File: src/rtl/display_scroll_if.sv
// Host-side and display-side signal bundle for the scrolling message controller.
// The host/display driver uses the master view and the controller uses the slave view.
interface display_scroll_if;
   logic       wr_en;
   logic [4:0] wr_data;
   logic       clr;
   logic       run;
   logic [4:0] disp_data;
   logic [1:0] disp_pos;
   logic       disp_load;
   logic [4:0] msg_len;
   logic       full;
   logic       busy;

   modport master (
      output wr_en, wr_data, clr, run,
      input  disp_data, disp_pos, disp_load, msg_len, full, busy
   );

   modport slave (
      input  wr_en, wr_data, clr, run,
      output disp_data, disp_pos, disp_load, msg_len, full, busy
   );
endinterface

File: src/rtl/display_scroll_controller.sv
// Scrolls a 16-entry character message across a 4-position display, one step per tick.
// Optional macro SCROLL_BLANK_GAP_EN inserts one blank between message repeats.
module display_scroll_controller #(
   parameter logic [23:0] TICK_DIV   = 24'd10_000_000,
   parameter int          MSG_DEPTH  = 16,
   parameter logic [4:0]  BLANK_CODE = 5'h1F
) (
   input logic             clk,
   input logic             rst_n,
   display_scroll_if.slave bus
);

   localparam logic [4:0] LEN_MAX = 5'(MSG_DEPTH);

   typedef enum logic [1:0] {
      IDLE,
      LOAD,
      ADV
   } state_t;

   logic [4:0]  mem [MSG_DEPTH];
   logic [23:0] tick_cnt_reg;
   logic        tick;
   logic [4:0]  msg_len_reg;
   logic        full;
   logic        wr_fire;

   state_t      state_reg;
   logic [4:0]  offset_reg;
   logic [4:0]  idx_reg;
   logic [4:0]  len_reg;
   logic        disp_load_reg;
   logic [1:0]  disp_pos_reg;
   logic [4:0]  disp_data_reg;
   logic        busy_reg;

   logic [4:0]  rd_idx;
   logic [4:0]  rd_n;
   logic [4:0]  rd_char;

   // Effective scroll length for a stored character count.
   function automatic logic [4:0] eff_len(input logic [4:0] n);
`ifdef SCROLL_BLANK_GAP_EN
      return n + 5'd1;
`else
      return n;
`endif
   endfunction

   function automatic logic [4:0] next_idx(input logic [4:0] idx, input logic [4:0] l);
      return (idx == l - 5'd1) ? 5'd0 : idx + 5'd1;
   endfunction

   assign full    = (msg_len_reg == LEN_MAX);
   assign wr_fire = bus.wr_en && !full && !bus.clr;
   assign tick    = bus.run && (tick_cnt_reg == TICK_DIV - 24'd1);

   // Step-period counter; held at zero while scrolling is disabled.
   always_ff @(posedge clk or negedge rst_n) begin
      if (!rst_n) begin
         tick_cnt_reg <= 24'd0;
      end else if (!bus.run) begin
         tick_cnt_reg <= 24'd0;
      end else if (tick_cnt_reg == TICK_DIV - 24'd1) begin
         tick_cnt_reg <= 24'd0;
      end else begin
         tick_cnt_reg <= tick_cnt_reg + 24'd1;
      end
   end

   always_ff @(posedge clk or negedge rst_n) begin
      if (!rst_n) begin
         msg_len_reg <= 5'd0;
      end else if (bus.clr) begin
         msg_len_reg <= 5'd0;
      end else if (wr_fire) begin
         msg_len_reg <= msg_len_reg + 5'd1;
      end
   end

   // Message storage is deliberately left out of reset; msg_len gates visibility.
   always_ff @(posedge clk) begin
      if (wr_fire) begin
         mem[msg_len_reg[3:0]] <= bus.wr_data;
      end
   end

   // IDLE reads the first character at the live length; LOAD uses the length latched on entry.
   always_comb begin
      rd_idx = idx_reg;
      rd_n   = len_reg;
      if (state_reg == IDLE) begin
         rd_idx = offset_reg;
         rd_n   = msg_len_reg;
      end
      // Any index at or past the stored count is the virtual blank slot.
      rd_char = (rd_idx >= rd_n) ? BLANK_CODE : mem[rd_idx[3:0]];
   end

   always_ff @(posedge clk or negedge rst_n) begin
      if (!rst_n) begin
         state_reg     <= IDLE;
         offset_reg    <= 5'd0;
         idx_reg       <= 5'd0;
         len_reg       <= 5'd0;
         disp_load_reg <= 1'b0;
         disp_pos_reg  <= 2'd0;
         disp_data_reg <= BLANK_CODE;
         busy_reg      <= 1'b0;
      end else if (bus.clr) begin
         state_reg     <= IDLE;
         offset_reg    <= 5'd0;
         idx_reg       <= 5'd0;
         len_reg       <= 5'd0;
         disp_load_reg <= 1'b0;
         disp_pos_reg  <= 2'd0;
         disp_data_reg <= BLANK_CODE;
         busy_reg      <= 1'b0;
      end else begin
         case (state_reg)
            IDLE: begin
               if (tick && (msg_len_reg != 5'd0)) begin
                  state_reg     <= LOAD;
                  busy_reg      <= 1'b1;
                  disp_load_reg <= 1'b1;
                  disp_pos_reg  <= 2'd0;
                  disp_data_reg <= rd_char;
                  len_reg       <= msg_len_reg;
                  idx_reg       <= next_idx(offset_reg, eff_len(msg_len_reg));
               end
            end
            LOAD: begin
               if (disp_pos_reg == 2'd3) begin
                  state_reg     <= ADV;
                  disp_load_reg <= 1'b0;
                  disp_pos_reg  <= 2'd0;
                  disp_data_reg <= BLANK_CODE;
               end else begin
                  disp_pos_reg  <= disp_pos_reg + 2'd1;
                  disp_data_reg <= rd_char;
                  idx_reg       <= next_idx(idx_reg, eff_len(len_reg));
               end
            end
            ADV: begin
               offset_reg <= next_idx(offset_reg, eff_len(len_reg));
               state_reg  <= IDLE;
               busy_reg   <= 1'b0;
            end
            default: begin
               state_reg <= IDLE;
               busy_reg  <= 1'b0;
            end
         endcase
      end
   end

   assign bus.disp_data = disp_data_reg;
   assign bus.disp_pos  = disp_pos_reg;
   assign bus.disp_load = disp_load_reg;
   assign bus.msg_len   = msg_len_reg;
   assign bus.full      = full;
   assign bus.busy      = busy_reg;

endmodule

File: src/flat_wrapper.sv
// flat-port wrapper written by rule: the top's interface ports become plain ports
module display_scroll_controller_flat 
#(
   parameter logic [23:0] TICK_DIV   = 24'd10_000_000,
   parameter int          MSG_DEPTH  = 16,
   parameter logic [4:0]  BLANK_CODE = 5'h1F
)
  (clk, rst_n, bus_wr_en, bus_wr_data, bus_clr, bus_run, bus_disp_data, bus_disp_pos, bus_disp_load, bus_msg_len, bus_full, bus_busy);
  display_scroll_if bus_i ();
  input logic clk;
  input logic rst_n;
  input wire logic [$bits(bus_i.wr_en)-1:0] bus_wr_en;
  input wire logic [$bits(bus_i.wr_data)-1:0] bus_wr_data;
  input wire logic [$bits(bus_i.clr)-1:0] bus_clr;
  input wire logic [$bits(bus_i.run)-1:0] bus_run;
  output wire logic [$bits(bus_i.disp_data)-1:0] bus_disp_data;
  output wire logic [$bits(bus_i.disp_pos)-1:0] bus_disp_pos;
  output wire logic [$bits(bus_i.disp_load)-1:0] bus_disp_load;
  output wire logic [$bits(bus_i.msg_len)-1:0] bus_msg_len;
  output wire logic [$bits(bus_i.full)-1:0] bus_full;
  output wire logic [$bits(bus_i.busy)-1:0] bus_busy;
  assign bus_i.wr_en = bus_wr_en;
  assign bus_i.wr_data = bus_wr_data;
  assign bus_i.clr = bus_clr;
  assign bus_i.run = bus_run;
  assign bus_disp_data = bus_i.disp_data;
  assign bus_disp_pos = bus_i.disp_pos;
  assign bus_disp_load = bus_i.disp_load;
  assign bus_msg_len = bus_i.msg_len;
  assign bus_full = bus_i.full;
  assign bus_busy = bus_i.busy;
  display_scroll_controller #(.TICK_DIV(TICK_DIV), .MSG_DEPTH(MSG_DEPTH), .BLANK_CODE(BLANK_CODE)) u_core (.clk(clk), .rst_n(rst_n), .bus(bus_i));
endmodule
File: config.mk
export PLATFORM = sky130hd
export DESIGN_NAME = display_scroll_controller_flat
export DESIGN_NICKNAME = d
export VERILOG_FILES = /design/src/rtl/display_scroll_if.sv /design/src/rtl/display_scroll_controller.sv /design/src/flat_wrapper.sv
export SDC_FILE = /design/constraint.sdc
export NUM_CORES = 1
export LEC_CHECK = 0
export ABC_CLOCK_PERIOD_IN_PS = 3900
export CAP_MARGIN = 20
export CORE_AREA = 5 5 121 123
export DETAILED_ROUTE_END_ITERATION = 7
export DIE_AREA = 0 0 126 128
export GPL_ROUTABILITY_DRIVEN = 1
export PLACE_DENSITY = 0.66
export SLEW_MARGIN = 20
export SYNTH_ARGS = -nofsm -noshare
export SYNTH_HDL_FRONTEND = slang
export SYNTH_SLANG_ARGS = --single-unit
File: constraint.sdc
create_clock -name clk -period 3.9 [get_ports clk]
set_input_delay 0.975 -clock clk [delete_from_list [all_inputs] [get_ports clk]]
set_output_delay 0.975 -clock clk [all_outputs]
set_load 0.01 [all_outputs]
## Word-level counts from Yosys, hierarchy flattened

Memories as Yosys holds them, arrays and structs flattened.
Cells that the tools add are included.
Widths: inputs -> output; s select.

- Register bits: 55
- Memory bits (writable): 80
- Bits of input ports: 10
- Output and inout bits: 15
- Memories: 1

Memories:

| memory | depth | width | rd ports | clocked after Yosys merged registers in | write ports | RTL line | RTL |
|---|---|---|---|---|---|---|---|
| u_core.mem | 16 | 5 | 1 | 0 | 1 | display_scroll_controller.sv:21 | `logic [4:0] mem [MSG_DEPTH];` |

- Add/subtract/negate cells: 7
- $lt $le $gt $ge: 1
- Equal/unequal tests: 12
- Mux-type cells: 39
- Reduce and logical (&&, ||, !) cells: 19

Operators with widths:

| kind | count |
|---|---|
| $mux 5 | 19 |
| $mux 24 | 2 |
| $add 24x1->24 const B | 1 |
| $eq 24x24->1 const B | 1 |
| $pmux 5 s2 | 2 |
| $add 5x1->5 const B | 3 |
| $eq 5x5->1 | 3 |
| $mux 2 | 6 |
| $sub 5x1->5 const B | 2 |
| $pmux 2 s2 | 2 |
| $reduce_and 2->1 | 4 |
| $reduce_bool 2->1 | 4 |
| $mux 1 | 6 |
| $ne 3x3->1 const B | 2 |
| $reduce_and 3->1 | 2 |
| $eq 5x5->1 const B | 1 |
| $ge 5x5->1 | 1 |
| $reduce_bool 5->1 | 1 |
| $eq 2x2->1 const B | 2 |
| $logic_and 1x1->1 | 4 |
| $pmux 1 s2 | 2 |
| $ne 3x2->1 const B | 1 |
| $reduce_bool 3->1 | 1 |
| $add 2x1->2 const B | 1 |
| other kinds (4) | 5 |

## Longest topological paths before layout

- Word-level depth: 7
- Gate-level depth with buffers: 13

## Worst setup path after synthesis

Ideal clock, no wire load.

- Path kind: register to register
- Start: register u_core.offset_reg[0]
- End: register u_core.disp_data_reg[0], in the netlist u_core.bus.disp_data[0]
- Setup time: 0.112 ns
- Arrival time: 2.756 ns
- Required time: 3.788 ns
- Setup slack: 1.032 ns
- Cell stages (with the launch flop): 14
- Path buffers: 3
- Clock period less this slack: 2.868 ns
- Cells stage by stage: dfrtp_1 -> buf_2 -> or3b_2 -> nand2_1 -> clkinv_1 -> buf_2 -> clkbuf_1 -> ha_1 -> inv_1 -> a21boi_0 -> o21ai_0 -> a21oi_1 -> nor2_1 -> a32oi_1

- Cells in the longest elaborated chain, start to end: 6

RTL lines:

| element | RTL line | RTL |
|---|---|---|
| start, declared | display_scroll_controller.sv:29 | `logic [4:0] offset_reg;` |
| start signal, assigned | display_scroll_controller.sv:145 | `offset_reg <= next_idx(offset_reg, eff_len(len_reg));` |
| $mux 5 (*) | display_scroll_controller.sv:92 | `if (state_reg == IDLE) begin` |
| $mem_v2 16x5 / $ge 5x5->1 (equally long branches) | - |  |
| $mux 5 (*) | display_scroll_controller.sv:97 | `rd_char = (rd_idx >= rd_n) ? BLANK_CODE : mem[rd_idx[3:0]];` |
| $mux 5, on equally long branches | display_scroll_controller.sv:133, display_scroll_controller.sv:122 |  |
| $pmux 5 s2 (*) | display_scroll_controller.sv:120 | `case (state_reg)` |
| $mux 5 (*) | display_scroll_controller.sv:110 | `end else if (bus.clr) begin` |
| end signal, assigned | display_scroll_controller.sv:127 | `disp_data_reg <= rd_char;` |
| end signal, assigned | display_scroll_controller.sv:140 | `disp_data_reg <= rd_char;` |
| end, declared | display_scroll_controller.sv:34 | `logic [4:0] disp_data_reg;` |

Mark *: on every way between the ends. The rest lies on a longest branch, timed or not. The select of a mux whose other input is x is not followed.
A chain may end at the register's enable or synchronous reset.

## Worst setup path in the final report

- Start: register u_core.msg_len_reg[0], in the netlist u_core.bus.msg_len[0]
- End: output bus_full

- Cells in the longest elaborated chain, start to end: 1

RTL lines:

| element | RTL line | RTL |
|---|---|---|
| start, declared | display_scroll_controller.sv:24 | `logic [4:0] msg_len_reg;` |
| start signal, assigned | display_scroll_controller.sv:77 | `msg_len_reg <= msg_len_reg + 5'd1;` |
| $eq 5x5->1 | display_scroll_controller.sv:54 | `assign full = (msg_len_reg == LEN_MAX);` |
| end, declared | flat_wrapper.sv:20 | `output wire logic [$bits(bus_i.full)-1:0] bus_full;` |

Every way passes these cells.

==> flow_metrics.env <==
export IMPL_status="completed"
export IMPL_clk_pin_slew_ns=0.06
export IMPL_clockPowerShare_pct=49.7
export IMPL_drtIter0Drc=326
export IMPL_synth_most_common_cell="edfxtp_1"
export IMPL_hpwl_um=9990
export IMPL_drt_total_wl_um=14700
export IMPL_ys_seq_area_share_pct=57.9
export IMPL_swShare_pct=21.5
export IMPL_synth_top_family_by_area="simple AND/OR/NAND/NOR gates"
export IMPL_cts_hold_buf=0
export IMPL_cts_tree="yes"
export IMPL_drive_gt1_share_pct=11.2
export IMPL_globalplace_congestion=0.875
export IMPL_die_area_sq_um=16100
export IMPL_syn_cell_area_sq_um=6540
export IMPL_pwr_share_comb_pct=3.7
export IMPL_synth_seq_cells=135
export IMPL_synth_compound_area_share_pct=8.12
export IMPL_vias=4490
export IMPL_worst_setup_path_end_kind="output port"
export IMPL_instances_no_fill=787
export IMPL_synth_simple_area_share_pct=16.3
export IMPL_met1_usage_pct=26.8
export IMPL_peakVddDrop_mv=0.252
export IMPL_crit_path_cell_trace="inv_1, ha_1, nand3_1, inv_1, clkdlybuf4s50_1"
export IMPL_setup_tns_final_ns=0
export IMPL_cts_setup_buffers=0
export IMPL_maxSlewViolCount=0
export IMPL_setup_viol=0
export IMPL_cts_buffers_inserted=17
export IMPL_grt_ovfl_total=0
export IMPL_slew_headroom_pct=29.6
export IMPL_power_total_mw=3.33
export IMPL_postPlaceCellArea_sq_um=6970
export IMPL_area_growth_pct=16.0
export IMPL_hold_class="flip-flop to flip-flop"
export IMPL_grt_usage_pct=19.4
export IMPL_fp_coreArea_sq_um=13600
export IMPL_required_ns=2.92
export IMPL_ios=25
export IMPL_vias_per_cell=5.71
export IMPL_clockBufferDepth=2
export IMPL_cts_sinks=135
export IMPL_post_synth_top_area_cell="edfxtp_1"
export IMPL_layout_setup_ws_ns=0.719
export IMPL_syn_inst=565
export IMPL_finalHoldViolCount=0
export IMPL_gr_usage_met3_pct=5.17
export IMPL_cts_root_buf="clkbuf_16"
export IMPL_yosys_cell_types_count=58
export IMPL_fp_dieW_um=126
export IMPL_cts_max_level=4
export IMPL_powerDensity_nw_per_um2=439
export IMPL_fmax_mhz=314
export IMPL_cp_arrival_ns=2.21
export IMPL_critPathKind="flip-flop to output port"
export IMPL_tightest_slew_ns=1.05
export IMPL_final_area_sq_um=7580
export IMPL_ys_top_cells_by_area="edfxtp_1 37%, dfrtp_1 19%, nand2_1 3.7%"
export IMPL_synth_ff_type="edfxtp_1"
export IMPL_port_buffers=24
export IMPL_fin_crit_sh_pct=81.6
export IMPL_finalCriticalPeriod_ns=3.18
export IMPL_clk_latency_ns=0.43
export IMPL_timing_hold_ws_ns=0.470
export IMPL_finalClockSkew_ns=0.00567
export IMPL_firstDrtPassIters=5
export IMPL_use_met2_pct=29.4
export IMPL_chipHeight_um=128
export IMPL_yosysWarnings=0
export IMPL_ys_top_cells_by_count="80 x edfxtp_1, 65 x nand2_1, 56 x nor2_1, 50 x dfrtp_1, 29 x nand3_1"
export IMPL_yosysTopAreaCellShare_pct=36.8
export IMPL_synth_xor_area_share_pct=6.26
export IMPL_place_inst=755
export IMPL_drv_cap=0
export IMPL_wire_per_inst_um=18.7
export IMPL_start_kind="flip-flop"
export IMPL_grt_start_max_net_pins=45
export IMPL_synthArstFlopShare_pct=40.7
export IMPL_synth_edf_count=80
export IMPL_postCtsResizedCells=0
export IMPL_postSynthAreaPerCell_sq_um=11.6
export IMPL_nets=619
export IMPL_cellLeakagePower_nw=2.95
export IMPL_cp_max_fo=8
export IMPL_fin_util_pct=55.9
export IMPL_yosys_area_share_adder_pct=2.87
export IMPL_grt_antenna_before_repair=0
export IMPL_cp_common_cell="inv_1"
export IMPL_grt_busiest_layer="met2"
export IMPL_grt_first_pass_wirelength_um=24100
export IMPL_cp_slowest_stage_delay_ns=0.54
export IMPL_num_antenna_cells=0
export IMPL_dp_slack_ns=0.749
export IMPL_largest_reg_flops=80
export IMPL_syn_num_nets=590
export IMPL_rows=43
export IMPL_p_sw_mw=0.716
export IMPL_power_frac_seq_pct=46.6
export IMPL_drc=0
export IMPL_intPower_mw=2.61
export IMPL_drtAntennaViolNets=0
export IMPL_rsz0062_at_grt="no"
export IMPL_grt_pass1_vias=4417
export IMPL_start_util_pct=48.2
export IMPL_yosys_mux_area_fraction_pct=5.74
export IMPL_slowest_stage="clkdlybuf4s50_1"
export IMPL_nFillCells=1155
[power groups by stage]
stage	clock (mW)	sequential (mW)	combinational [mW]
CTS	1.68	1.55	0.125
global route	1.75	1.55	0.141
floorplan	0	1.57	0.0622
global placement	0	1.58	0.123
finish	1.65	1.55	0.124
detailed placement	0	1.58	0.125
[cell usage in the layout (no fill, tap or decap), types with 3 or more instances in the layout]
cell type,synthesis,layout
a21oi_1,16,16
a31o_2,3,3
a31oi_1,6,6
a32oi_1,12,12
and3_1,6,6
buf_4,0,10
bufinv_16,0,3
clkbuf_16,0,17
clkdlybuf4s50_1,0,23
clkinv_4,0,4
dfrtp_1,50,50
dfstp_2,5,5
edfxtp_1,80,80
ha_1,15,15
inv_1,23,23
mux2_2,4,4
mux2i_1,15,15
mux4_2,8,8
nand2_1,65,65
nand2b_1,5,5
nand3_1,29,29
nand4_1,10,10
nor2_1,56,56
nor2b_1,7,7
nor3_1,11,11
nor3b_1,5,5
nor4_1,4,4
o21ai_0,17,16
o31ai_1,6,6
or3_1,5,5
xnor2_1,22,22
xor2_1,22,22
[metal layers]
layer | vias to the layer above | routed length [um]
met2 | 127 | 6800
met3 | 33 | 878
li1 | 2118 | -
met1 | 2212 | 6650
met4 | 0 | 389
met5 | - | 0
[cells by family (layout without fill, tap and decap cells)]
logic type               Yosys count  after routing
XOR/XNOR                          45             45
buffers and inverters             47             89
AND/OR/NAND/NOR                  219            219
flip-flops                       135            135
multiplexers                      27             27
AO/OA/AOI/OAI                     77             77
adder cells (fa/ha/maj)           15             15
[final timing paths]
check                                        startpoint                      end  slack [ns]  depth (start not counted)
worst max-delay path              u_core.bus.msg_len[0]                 bus_full        0.72                          5
worst min-delay path            u_core.bus.disp_data[4]  u_core.bus.disp_data[4]        0.47                          2
worst max register to register    u_core.bus.msg_len[0]  u_core.bus.disp_data[3]        0.89                          8
worst min register to register  u_core.bus.disp_data[4]  u_core.bus.disp_data[4]        0.47                          2
max in group asynchronous                         rst_n  u_core.bus.disp_data[4]        2.67                          2
min in group asynchronous                         rst_n  u_core.tick_cnt_reg[20]        0.54                          1
[final cells by class]
| class | count | area, sq um | share of cell area (%) |
|---|---|---|---|
| clock buffers | 19 | 443 | 5.84 |
| repair buffers | 33 | 305 | 4.03 |
| multi-input cells | 383 | 2560 | 33.8 |
| clock inverters | 13 | 171 | 2.26 |
| well taps | 180 | 225 | 2.97 |
| inverters | 24 | 90.1 | 1.19 |
| flip-flops and latches | 135 | 3780 | 49.9 |
[critical path: cells and delay by family, from the launching register on]
kind	cells	cell delay [ns]
buffers and inverters	3	0.84
flip-flops	1	0.48
adder cells (fa/ha/maj)	1	0.26
AND/OR/NAND/NOR	1	0.20
Note: power is estimated with default switching activity, not from simulation.
